[src/rtl/aer_pkg.sv]
// Shared AER widths, packed event layout and dispatcher state type.
// Latency: n/a (types and constants only).
// Backpressure: n/a.
package aer_pkg;
    localparam int AER_ADDR_W  = 8;
    localparam int NEURON_ID_W = 4;
    localparam int SYN_ADDR_W  = 4;
    localparam int N_NEURONS   = 16;

    typedef enum logic [1:0] {
        ST_IDLE = 2'd0,
        ST_SEND = 2'd1,
        ST_GAP  = 2'd2
    } disp_state_t;

    // Address layout on the wire: {neuron_id, syn_addr}
    typedef struct packed {
        logic [NEURON_ID_W-1:0] neuron_id;
        logic [SYN_ADDR_W-1:0]  syn_addr;
    } aer_evt_t;

    function automatic logic [N_NEURONS-1:0] neuron_onehot(input logic [NEURON_ID_W-1:0] id);
        return N_NEURONS'(1) << id;
    endfunction
endpackage

[src/rtl/aer_spike_receiver_if.sv]
// AER receiver bundle: upstream request/ack plus downstream one-hot spike/ack.
// Latency: n/a (wiring only). Optional drop_cnt_out exists with AER_RX_TIMEOUT_EN.
// Backpressure: upstream holds spike_in until ack_out; destination holds off via acks_in.
interface aer_spike_receiver_if;
    import aer_pkg::*;

    logic                   spike_in;
    logic [AER_ADDR_W-1:0]  addr_in;
    logic                   ack_out;
    logic [N_NEURONS-1:0]   spikes_out;
    logic [SYN_ADDR_W-1:0]  syn_addr_out;
    logic [N_NEURONS-1:0]   acks_in;
    logic                   busy;
`ifdef AER_RX_TIMEOUT_EN
    logic [7:0]             drop_cnt_out;

    modport slave  (input  spike_in, addr_in, acks_in,
                    output ack_out, spikes_out, syn_addr_out, busy, drop_cnt_out);
    modport master (output spike_in, addr_in, acks_in,
                    input  ack_out, spikes_out, syn_addr_out, busy, drop_cnt_out);
`else
    modport slave  (input  spike_in, addr_in, acks_in,
                    output ack_out, spikes_out, syn_addr_out, busy);
    modport master (output spike_in, addr_in, acks_in,
                    input  ack_out, spikes_out, syn_addr_out, busy);
`endif
endinterface

[src/rtl/aer_rx_fifo.sv]
// Event buffer: DEPTH-entry synchronous FIFO, head visible combinationally.
// Latency: a push is poppable in the next cycle.
// Backpressure: push ignored when full, pop ignored when empty; push+pop together keeps count.
module aer_rx_fifo #(
    parameter int DEPTH = 4,
    parameter int W     = 8
) (
    input  logic                   clk,
    input  logic                   reset,
    input  logic                   push,
    input  logic [W-1:0]           push_dat,
    input  logic                   pop,
    output logic [W-1:0]           pop_dat,
    output logic                   full,
    output logic                   empty,
    output logic [$clog2(DEPTH):0] count
);
    localparam int AW = $clog2(DEPTH);

    logic [W-1:0]  mem [DEPTH];
    logic [AW-1:0] wr_ptr;
    logic [AW-1:0] rd_ptr;
    logic          do_push;
    logic          do_pop;

    assign full    = (count == (AW+1)'(DEPTH));
    assign empty   = (count == '0);
    assign do_push = push && !full;
    assign do_pop  = pop && !empty;
    assign pop_dat = mem[rd_ptr];

    // Storage has no reset; validity is tracked by count alone
    always_ff @(posedge clk) begin
        if (do_push) mem[wr_ptr] <= push_dat;
    end

    // Pointers wrap naturally because DEPTH is a power of two
    always_ff @(posedge clk) begin
        if (reset) begin
            wr_ptr <= '0;
            rd_ptr <= '0;
            count  <= '0;
        end else begin
            if (do_push) wr_ptr <= wr_ptr + AW'(1);
            if (do_pop)  rd_ptr <= rd_ptr + AW'(1);
            case ({do_push, do_pop})
                2'b10:   count <= count + (AW+1)'(1);
                2'b01:   count <= count - (AW+1)'(1);
                default: count <= count;
            endcase
        end
    end
endmodule

[src/rtl/aer_spike_receiver.sv]
// AER spike receiver: buffers upstream events, dispatches each as a one-hot spike request.
// Latency: event accepted at edge N into an empty FIFO drives spikes_out after edge N+2.
// Backpressure: no ack while FIFO full; SEND holds until the addressed neuron acks
// (or, with AER_RX_TIMEOUT_EN, until TIMEOUT cycles elapse and the event is dropped).
module aer_spike_receiver
    import aer_pkg::*;
#(
    parameter int FIFO_DEPTH = 4,
    parameter int TIMEOUT    = 15
) (
    input  logic                clk,
    input  logic                reset,
    aer_spike_receiver_if.slave aer
);
    localparam int CNT_W = $clog2(FIFO_DEPTH) + 1;

    logic                  ack_q;
    logic                  accept;
    logic                  fifo_pop;
    logic                  fifo_full;
    logic                  fifo_empty;
    logic [CNT_W-1:0]      fifo_count;
    logic [AER_ADDR_W-1:0] fifo_head;
    aer_evt_t              ev_q;
    disp_state_t           state_q;
    disp_state_t           state_d;
    logic [N_NEURONS-1:0]  spikes_q;
    logic [SYN_ADDR_W-1:0] syn_q;
    logic                  out_vld_q;
    logic                  ack_hit;
    logic                  timeout_hit;

    // A request seen during the ack cycle belongs to the previous event, so it is ignored
    assign accept = aer.spike_in && !ack_q && !fifo_full;

    // Only an ack on the addressed neuron counts, and only while the request is visible
    assign ack_hit = out_vld_q && aer.acks_in[ev_q.neuron_id];

    aer_rx_fifo #(
        .DEPTH (FIFO_DEPTH),
        .W     (AER_ADDR_W)
    ) u_fifo (
        .clk      (clk),
        .reset    (reset),
        .push     (accept),
        .push_dat (aer.addr_in),
        .pop      (fifo_pop),
        .pop_dat  (fifo_head),
        .full     (fifo_full),
        .empty    (fifo_empty),
        .count    (fifo_count)
    );

    // One-cycle accept pulse back to the requester
    always_ff @(posedge clk) begin
        if (reset) ack_q <= 1'b0;
        else       ack_q <= accept;
    end

`ifdef AER_RX_TIMEOUT_EN
    localparam int TMR_W = $clog2(TIMEOUT + 1);

    logic [TMR_W-1:0] timer_q;
    logic [7:0]       drop_cnt_q;

    assign timeout_hit = out_vld_q && !ack_hit && (timer_q == TMR_W'(TIMEOUT - 1));
    assign aer.drop_cnt_out = drop_cnt_q;

    // Counts cycles the request has been visible without a matching ack
    always_ff @(posedge clk) begin
        if (reset || !out_vld_q) timer_q <= '0;
        else                     timer_q <= timer_q + TMR_W'(1);
    end

    // Saturating count of events abandoned by the timeout
    always_ff @(posedge clk) begin
        if (reset)                                 drop_cnt_q <= '0;
        else if (timeout_hit && drop_cnt_q != '1)  drop_cnt_q <= drop_cnt_q + 8'd1;
    end
`else
    // Timeout parameter has no effect in this build; SEND waits forever
    localparam int unused_timeout_p = TIMEOUT;
    assign timeout_hit = 1'b0;
`endif

    // Dispatcher next state: pop in IDLE, hold in SEND, one idle cycle in GAP
    always_comb begin
        state_d  = state_q;
        fifo_pop = 1'b0;
        case (state_q)
            ST_IDLE: begin
                if (!fifo_empty) begin
                    fifo_pop = 1'b1;
                    state_d  = ST_SEND;
                end
            end
            ST_SEND: if (ack_hit || timeout_hit) state_d = ST_GAP;
            ST_GAP:  state_d = ST_IDLE;
            default: state_d = ST_IDLE;
        endcase
    end

    // Dispatcher state and the event being sent
    always_ff @(posedge clk) begin
        if (reset) begin
            state_q <= ST_IDLE;
            ev_q    <= '0;
        end else begin
            state_q <= state_d;
            if (fifo_pop) ev_q <= aer_evt_t'(fifo_head);
        end
    end

    // Registered request: appears one cycle into SEND, cleared the edge SEND ends
    always_ff @(posedge clk) begin
        if (reset || !(state_q == ST_SEND && state_d == ST_SEND)) begin
            spikes_q  <= '0;
            syn_q     <= '0;
            out_vld_q <= 1'b0;
        end else begin
            spikes_q  <= neuron_onehot(ev_q.neuron_id);
            syn_q     <= ev_q.syn_addr;
            out_vld_q <= 1'b1;
        end
    end

    assign aer.ack_out      = ack_q;
    assign aer.spikes_out   = spikes_q;
    assign aer.syn_addr_out = syn_q;
    assign aer.busy         = (fifo_count != '0) || (state_q != ST_IDLE);
endmodule

[src/flat_wrapper.sv]
// flat-port wrapper written by rule: the top's interface ports become plain ports
module aer_spike_receiver_flat import aer_pkg::*;
#(
    parameter int FIFO_DEPTH = 4,
    parameter int TIMEOUT    = 15
)
  (clk, reset, aer_spike_in, aer_addr_in, aer_acks_in, aer_ack_out, aer_spikes_out, aer_syn_addr_out, aer_busy);
  aer_spike_receiver_if aer_i ();
  input  logic clk;
  input  logic reset;
  input wire logic [$bits(aer_i.spike_in)-1:0] aer_spike_in;
  input wire logic [$bits(aer_i.addr_in)-1:0] aer_addr_in;
  input wire logic [$bits(aer_i.acks_in)-1:0] aer_acks_in;
  output wire logic [$bits(aer_i.ack_out)-1:0] aer_ack_out;
  output wire logic [$bits(aer_i.spikes_out)-1:0] aer_spikes_out;
  output wire logic [$bits(aer_i.syn_addr_out)-1:0] aer_syn_addr_out;
  output wire logic [$bits(aer_i.busy)-1:0] aer_busy;
  assign aer_i.spike_in = aer_spike_in;
  assign aer_i.addr_in = aer_addr_in;
  assign aer_i.acks_in = aer_acks_in;
  assign aer_ack_out = aer_i.ack_out;
  assign aer_spikes_out = aer_i.spikes_out;
  assign aer_syn_addr_out = aer_i.syn_addr_out;
  assign aer_busy = aer_i.busy;
  aer_spike_receiver #(.FIFO_DEPTH(FIFO_DEPTH), .TIMEOUT(TIMEOUT)) u_core (.clk(clk), .reset(reset), .aer(aer_i));
endmodule
[config.mk]
export PLATFORM = sky130hd
export DESIGN_NAME = aer_spike_receiver_flat
export DESIGN_NICKNAME = d
export VERILOG_FILES = /design/src/rtl/aer_pkg.sv /design/src/rtl/aer_spike_receiver_if.sv /design/src/rtl/aer_rx_fifo.sv /design/src/rtl/aer_spike_receiver.sv /design/src/flat_wrapper.sv
export SDC_FILE = /design/constraint.sdc
export NUM_CORES = 1
export LEC_CHECK = 0
export CAP_MARGIN = 15
export CORE_ASPECT_RATIO = 1.25
export CORE_MARGIN = 2
export CORE_UTILIZATION = 30
export DETAILED_ROUTE_END_ITERATION = 8
export DONT_BUFFER_PORTS = 1
export SETUP_SLACK_MARGIN = 0.2
export SLEW_MARGIN = 10
export SYNTH_ARGS = -nofsm -noshare
export SYNTH_HDL_FRONTEND = slang
export SYNTH_SLANG_ARGS = --single-unit
[constraint.sdc]
create_clock -name clk -period 5.6 [get_ports clk]
set_input_delay 0.56 -clock clk [delete_from_list [all_inputs] [get_ports clk]]
set_output_delay 0.56 -clock clk [all_outputs]
set_load 0.01 [all_outputs]
; After elaboration in Yosys (flattened, before gate mapping)
; Memory sizes are Yosys's and may differ from the RTL's. A register that Yosys moved wholly into a read port is not among the register bits.
; Cells that the tools add are included.
[totals]
regBits = 31
ram_bits = 32
in_bits = 27
out_inout_bits = 22
wordCells = 48
n_memories = 1
[memory_table]
columns = name, depth, word_bits, rd, rd_ports_with_merged_regs, wr, line
row1 = u_core.u_fifo.mem, 4, 8, 1, 1, 1, aer_rx_fifo.sv:20  ; logic [W-1:0] mem [DEPTH];
[classes]
n_addsub = 4
magnitude_cmp = 1
n_eq_ne = 5
shifts = 1
n_mux = 11
n_reduce_logical = 17
[op_table]
columns = operator, count
row1 = left shift 1 x 4 -> 16 bit (first input constant), 1
row2 = equality test 2 x 1 -> 1 bit (second input constant), 3
row3 = logical AND 1 bit, 6
row4 = 2-to-1 mux 1 bit, 6
row5 = one-hot mux 3 bit (2 select lines), 1
row6 = less-than comparator 4 x 5 -> 1 bit (second input constant), 1
row7 = adder 2 x 1 -> 2 bit (second input constant), 2
row8 = binary-select mux 1 bit (select 4 bit), 1
row9 = logical NOT 1 bit, 4
row10 = 2-to-1 mux 2 bit, 2
row11 = one-hot mux 2 bit (2 select lines), 1
row12 = nonzero test 2 bit, 2
row13 = adder 3 x 1 -> 3 bit (second input constant), 1
row14 = equality test 3 bit (second input constant), 1
row15 = logical NOT 3 bit, 1
row16 = nonzero test 3 bit, 1
row17 = subtractor 3 x 1 -> 3 bit (second input constant), 1
row18 = equality test 2 bit (second input constant), 1
row19 = logical NOT 2 bit, 1
row20 = logical OR 1 bit, 2

; Logic depth before layout (Yosys ltp)
; Gate-level depths: netlist of the first run.
[logic_depth]
word_depth = 10
depth_mapped = 11
depth_no_buf = 9

; Modules after synthesis
; A second synthesis of the first run with hierarchy kept.
[hier_totals]
hier_cells = 242
area_unflattened_um2 = 3039.2
[modules_own_cells]
columns = module, n_inst, cells_each, area_per_inst_um2, seq_area_each_um2
row1 = aer_rx_fifo, 1, 96, 1630.3, 1141.1
row2 = aer_spike_receiver, 1, 146, 1408.9, 640.6

; Worst setup path after synthesis of the first run
; OpenSTA, ideal clock, no wires.
[synth_path]
path_kind = flip-flop to flip-flop
start = reg u_core.u_fifo.count[2]
end = reg u_core.u_fifo.count[2]
setup_time_ps = 71
arrival_ps = 2278
required_time_ps = 5529
path_slack_ps = 3251
stages_incl_launch_ff = 12
n_path_buf = 2
period_less_slack_ps = 2349
path_cell_list = dfxtp_1 nor3_1 nand2b_1 clkbuf_1 inv_1 clkbuf_1 ha_1 inv_1 fa_1 xor2_1 or3_1 a21oi_1
[synth_between]
elab_chain_cells = 6
elab_cells_between_ends = 15
classes_between = 2 x add/sub / 3 x eq/ne / 3 x mux / 7 x reduce/logical
[synth_lines]
columns = element, line
row1 = from (decl), aer_rx_fifo.sv:16  ; output logic [$clog2(DEPTH):0] count
row2 = from (signal assigned), aer_rx_fifo.sv:47  ; 2'b10: count <= count + (AW+1)'(1);
row3 = from (signal assigned), aer_rx_fifo.sv:48  ; 2'b01: count <= count - (AW+1)'(1);
row4 = from (signal assigned), aer_rx_fifo.sv:49  ; default: count <= count;
row5 = logical NOT 3 bit *, aer_rx_fifo.sv:27  ; assign empty = (count == '0);
row6 = 2-to-1 mux 1 bit *, aer_spike_receiver.sv:92  ; if (!fifo_empty) begin
row7 = 2-to-1 mux 1 bit *, aer_spike_receiver.sv:90  ; case (state_q)
row8 = net u_core.fifo_pop, aer_spike_receiver.sv:19  ; logic fifo_pop;
row9 = logical AND 1 bit *, aer_rx_fifo.sv:29  ; assign do_pop = pop && !empty;
row10 = equality test 2 x 1 -> 1 bit / equality test 2 bit (equally long branches), aer_rx_fifo.sv:46  ; case ({do_push, do_pop})
row11 = one-hot mux 3 bit (2 select lines) / nonzero test 2 bit (equally long branches), --
; Mark *: on every way through the listed nets, which the timed path passes. The rest lies on a longest branch.
; A chain may end at the register's enable or synchronous reset.

; Final worst setup path of the first run
[layout_path]
start = reg u_core.state_q[0]
end = reg u_core.u_fifo.count[2]
[layout_between]
elab_chain_cells = 5
elab_cells_between_ends = 7
classes_between = 2 x eq/ne / 2 x mux / 3 x reduce/logical
[layout_lines]
columns = element, line
row1 = from (decl), aer_spike_receiver.sv:25  ; disp_state_t state_q;
row2 = from (signal assigned), aer_spike_receiver.sv:109  ; state_q <= state_d;
row3 = logical NOT 2 bit *, aer_spike_receiver.sv:90
row4 = 2-to-1 mux 1 bit *, aer_spike_receiver.sv:90
row5 = logical AND 1 bit *, aer_rx_fifo.sv:29
row6 = equality test 2 x 1 -> 1 bit / equality test 2 bit (equally long branches), aer_rx_fifo.sv:46
row7 = one-hot mux 3 bit (2 select lines) / nonzero test 2 bit (equally long branches), --
; Every way passes the cells marked *; elsewhere a longest branch is shown, timed or not.

==> results of run 1 <==
## routing by layer
layer  routed length [um]  up-vias  part of all wire, %
li1                     -      812                    -
met4                  103        0                  2.1
met2                 2340       54                   48
met5                    0        -                    0
met3                  372        9                  7.7
met1                 2020      768                   42
## report_power, final
part / internal (uW) / switching (uW)
combinational: 147 / 201
clock: 293 / 189
sequential: 618 / 88.2
## metrics by stage
step	power (uW)	cell area, um^2	hold WS [ps]	utilization (%)	setup slack (ps)
after floorplan	999	2810	415	-	3250
after global placement	1060	2910	430	31.9	3240
after detailed placement	1070	2910	431	31.9	3190
after CTS	1560	3170	290	34.7	3160
after global routing	1630	3170	291	34.7	2910
final	1540	3170	302	34.7	3200
## area by class of cell
| class | count | area [um^2] | share of cell area, % |
|---|---|---|---|
| sequential | 71 | 1740 | 55.0 |
| multi-input combinational | 131 | 972 | 30.7 |
| clock buffer | 10 | 229 | 7.22 |
| tap | 123 | 154 | 4.86 |
| inverter | 12 | 45.0 | 1.42 |
| clock inverter | 6 | 27.5 | 0.869 |
## cells in the final DEF, fill, tap and decap left out, types with 2 or more instances in the layout
cell       instances
nand2b_1           4
xor2_1             3
a2111oi_0          2
nor4_1            20
nand2_1           28
ha_1               5
clkbuf_16          9
dfxtp_1           39
and2_1             4
nor3_1             2
nor2b_1           10
inv_1             12
a21oi_1           10
nor4_4             2
nor2_1            12
edfxtp_1          32
nand3_1            6
a211oi_1           2
clkinv_2           4
xnor2_1            2
mux4_2            10
clkinv_1           2
## path summary, 6_finish.rpt
check / end / depth (start not counted) / slack (ps) / start
min: u_core.ev_q[5] / 1 / 300 / reset
min reg2reg: u_core.aer.syn_addr_out[1] / 2 / 430 / u_core.ev_q[1]
max: u_core.u_fifo.count[2] / 9 / 3200 / u_core.state_q[0]
max reg2reg: u_core.u_fifo.count[2] / 9 / 3200 / u_core.state_q[0]
## registers in the layout, summed over array words and instances, names as in the netlist
name                     count
u_core.aer.ack_out           1
u_core.aer.spikes_out       16
u_core.aer.syn_addr_out      4
u_core.ev_q                  8
u_core.out_vld_q             1
u_core.state_q               2
u_core.u_fifo.count          3
u_core.u_fifo.mem           32
u_core.u_fifo.rd_ptr         2
u_core.u_fifo.wr_ptr         2
## critical path, cell delays in order (launching register included)
cell and delay [ps]:
dfxtp_1 300, nor2_1 200, nand2b_1 230, inv_1 320
ha_1 250, inv_1 60, fa_1 370, xor2_1 160
or3_1 310, a21oi_1 130
## cells by family (layout without fill, tap and decap cells)
family | Yosys count | count (layout) | synth area share [%]
compound gates | 18 | 18 | 4.27
xor+xnor | 5 | 5 | 1.56
fa+ha+maj | 6 | 6 | 2.93
buf+inv | 29 | 28 | 4.18
flops | 71 | 71 | 61.9
mux | 11 | 11 | 8.36
simple gates | 91 | 91 | 16.8
==> impl_metrics.ini, run 1 <==
[status]
outcome = complete, no violations

[die]
rows = 39
die_w_um = 90.6
start_util_pct = 30.8
die-area_um2 = 10200
die_h_um = 112
coreArea_um2 = 9130
io_pins = 49

[drt]
vias = 1643
avgViaCountPerCell = 4.65
drt-total-wl_um = 4840
wl_per_cell_um = 13.7
drt_pre_antenna_iters = 4
drtAntennaViolNets = 0
drt_first_iter_violations = 35
post-route-drc-count = 0

[grt]
grt_pass1_wl_um = 8070
grt_max_degree = 24
top_usage_layer = met2
grt_pass1_vias = 1613
antenna_found_initial = 0
grt_usage_pct = 10.4
gr-usage-met2_pct = 16.7
grt-ovfl-total = 0
grtUsageMet1_pct = 11.8
grt_util_met3_pct = 4.56

[clock_tree]
clk_path_buf_depth = 2
postCtsSetupRepairBufs = 0
cts_hold_buffers = 0
path_clk_slew_ps = 50
htree_levels = 3
cts-root-buf = clkbuf_16
cts_sinks = 71
insertion_delay_ps = 320
ctsResizeCount = 0
cts_buffers = 9
cts_tree = yes

[job]
maxCapViolations = 0

[timing]
worst_slew_pin_slew_ps = 1070
rsz0062_at_grt = no
fmaxAchievable_mhz = 416
period_share_pct = 42.9
layout_min_cycle_time_ps = 2400
hold_viol_final = 0
setup_viol = 0
slew_viol_final = 0
relSlewSlack_pct = 28.0
fin_skew_ps = 2.34
fin_setup_tns_ps = 0

[logic_synthesis]
synth_area_um2 = 2810
synthesis.nets = 264
async_flop_share_pct = 0
ys_types = 31
synth-edff-count = 32
synthTopCellsByArea = edfxtp_1 34%, dfxtp_1 28%, mux4_2 8.0%
synth_seq_area_share_pct = 61.9
ys_ff_latch = 71
synth_ff_type = dfxtp_1
synth_top_area_cell = edfxtp_1
synth_cells = 231
syn_area_per_cell_um2 = 12.2
synth_common_cells = 39 x dfxtp_1, 32 x edfxtp_1, 28 x nand2_1
yosys.cell_count.top_type = dfxtp_1
synth_top_area_share_pct = 34.1
yosysWarnings = 0

[finish]
num-nets-final = 258
diodes = 0
fin_cells = 353
drive_gt1_share_pct = 11.3
area_delta_synth_final_pct = 12.6
fill_cells = 908

[worst_hold_path]
hold_class = primary input to flop

[critical_path]
path_max_fanout = 11
crit_path_start_kind = flop
path_class = flop to flop
crit_path_end_kind = flop
worstPathRequired_ps = 5860
crit_arrival_ps = 2660

[power]
peakVddDrop_uv = 187
powerDensity_nw_per_um2 = 485
p_leak_uw = 0.00105

[placed_design]
place_congestion = 0.828
placed_cells = 337
port_buffers = 0
dp_hpwl_um = 3410
Note: power is estimated with default switching activity, not from simulation.
==> inputs of run 2 (changes only) <==
- clock period: 5.6 -> 2.09 ns (I/O delays scaled with it)
==> run 2 against run 1 <==
Compared with the run above:
- maximum frequency up 28%
- utilization up 4.1 points
- global-route usage up 1.1 points
- clock skew up 2.9 ps
- combinational power rose to 4.1 times the previous value
- design area up 12%
- non-clock buffer count up 23
- routed wire length up 13%
- largest power group unchanged
- total power rose to 3.2 times the previous value
==> impl_metrics.ini, run 2 (synthesis gave the netlist of run 1 again) <==
[finish]
num-nets-final = 282
drive_gt1_share_pct = 23.6
diodes = 0
largest-register = u_core.u_fifo.mem
area_delta_synth_final_pct = 26.0
finish.instance_area_um2 = 3550
largest_reg_flops = 32
fin_cells = 377
final_common_cell = dfxtp_1
layout_common_cells = 35 x dfxtp_1, 32 x edfxtp_1, 28 x nand2_1, 20 x nor4_1, 14 x buf_4

[placed_design]
port_buffers = 0
placed_cells = 348
placed_cell_area_um2 = 3020
pre_cts_slack_ps = -43.0
place_congestion = 0.821
dp_hpwl_um = 3560

[die]
coreArea_um2 = 9130
start_util_pct = 30.8
die_w_um = 90.6
io_pins = 49
die-area_um2 = 10200
rows = 39
die_h_um = 112

[critical_path]
crit_arrival_ps = 2130
worstPathRequired_ps = 2340
path_max_fanout = 3
r2r_slack_ps = 210
crit_path_end_kind = flop
crit_path_start_kind = flop
path_class = flop to flop

[drt]
post-route-drc-count = 0
vias = 1783
top_layer_used = met4
avgViaCountPerCell = 4.73
drt_first_iter_violations = 65
met1Wirelength_um = 2240
drtAntennaViolNets = 0
drt_pre_antenna_iters = 4
dr_wl_met2_um = 2900
wl_met3_um = 232
wl_per_cell_um = 14.5
drt-total-wl_um = 5470

[timing]
fin_setup_tns_ps = 0
worst_slack_ps = 209
fin_skew_ps = 5.25
worst_slew_pin_slew_ps = 701
fmaxAchievable_mhz = 532
period_share_pct = 90.0
holdWs_ps = 82.4
rsz0062_at_grt = yes
slew_viol_final = 0
setup_viol = 0
hold_viol_final = 0
layout_min_cycle_time_ps = 1880
relSlewSlack_pct = 53.2

[clock_tree]
cts_tree = yes
clk_path_buf_depth = 2
insertion_delay_ps = 330
cts_sinks = 71
htree_levels = 3
cts-root-buf = clkbuf_16
path_clk_slew_ps = 50
cts_buffers = 9

[status]
outcome = complete, no violations

[grt]
antenna_found_initial = 0
grt_pass1_wl_um = 8940
grt-ovfl-total = 0
grt_pass1_vias = 1775
grt_usage_pct = 11.5
grt_max_degree = 24

[power]
powerDensity_nw_per_um2 = 1390
p_leak_uw = 0.00120
peakVddDrop_uv = 434

[job]
maxCapViolations = 0

[worst_hold_path]
hold_class = primary input to flop
==> run 2: power by group <==
part	internal [uW]	switching [uW]
clock	1160	543
sequential	1660	146
combinational	629	791
total	3450	1480
==> run 2: through the flow <==
stage	total power (uW)	utilization [%]
CTS	4900	38.4
detailed placement	3060	33.1
global route	5230	38.9
finish	4930	38.9
floorplan	2780	-
global placement	3020	33.1
==> run 2: per-layer routing <==
metal,GRT usage [%],vias to the layer above
li1,-,865
met1,12.9,864
met2,20.1,43
met3,3.56,11
met4,5.23,0
met5,0,-
==> run 2: critical path: stages, from the launching register on <==
cell	delay (ps)
dfxtp_4	350
inv_2	80
a311oi_2	120
inv_1	140
ha_4	160
inv_2	30
fa_2	330
xor2_1	150
or3_1	300
a21oi_1	140
==> run 2: worst paths after layout <==
kind | startpoint | end | cells past startpoint
worst min-delay path | reset | u_core.state_q[0] | 2
worst max register to register | u_core.u_fifo.count[0] | u_core.u_fifo.count[2] | 9
worst max-delay path | u_core.u_fifo.count[0] | u_core.u_fifo.count[2] | 9
worst min register to register | u_core.ev_q[0] | u_core.aer.syn_addr_out[0] | 2
==> run 2: what timing repair did <==
action,in CTS,in global routing
resized for setup,8,9
endpoints found under the setup margin,24,14
hold buffers,9,0
setup buffers,1,2
cloned,1,0
hold endpoints to repair,48,0
pin swaps,1,2
==> run 2: cell type report <==
class | instances | area, um^2
clock buffers | 10 | 229
clock inverters | 6 | 109
fillers | 897 | 5580
inverters | 12 | 45.0
multi-input cells | 132 | 1060
flip-flops and latches | 71 | 1750
well taps | 123 | 154
repair buffers | 23 | 195
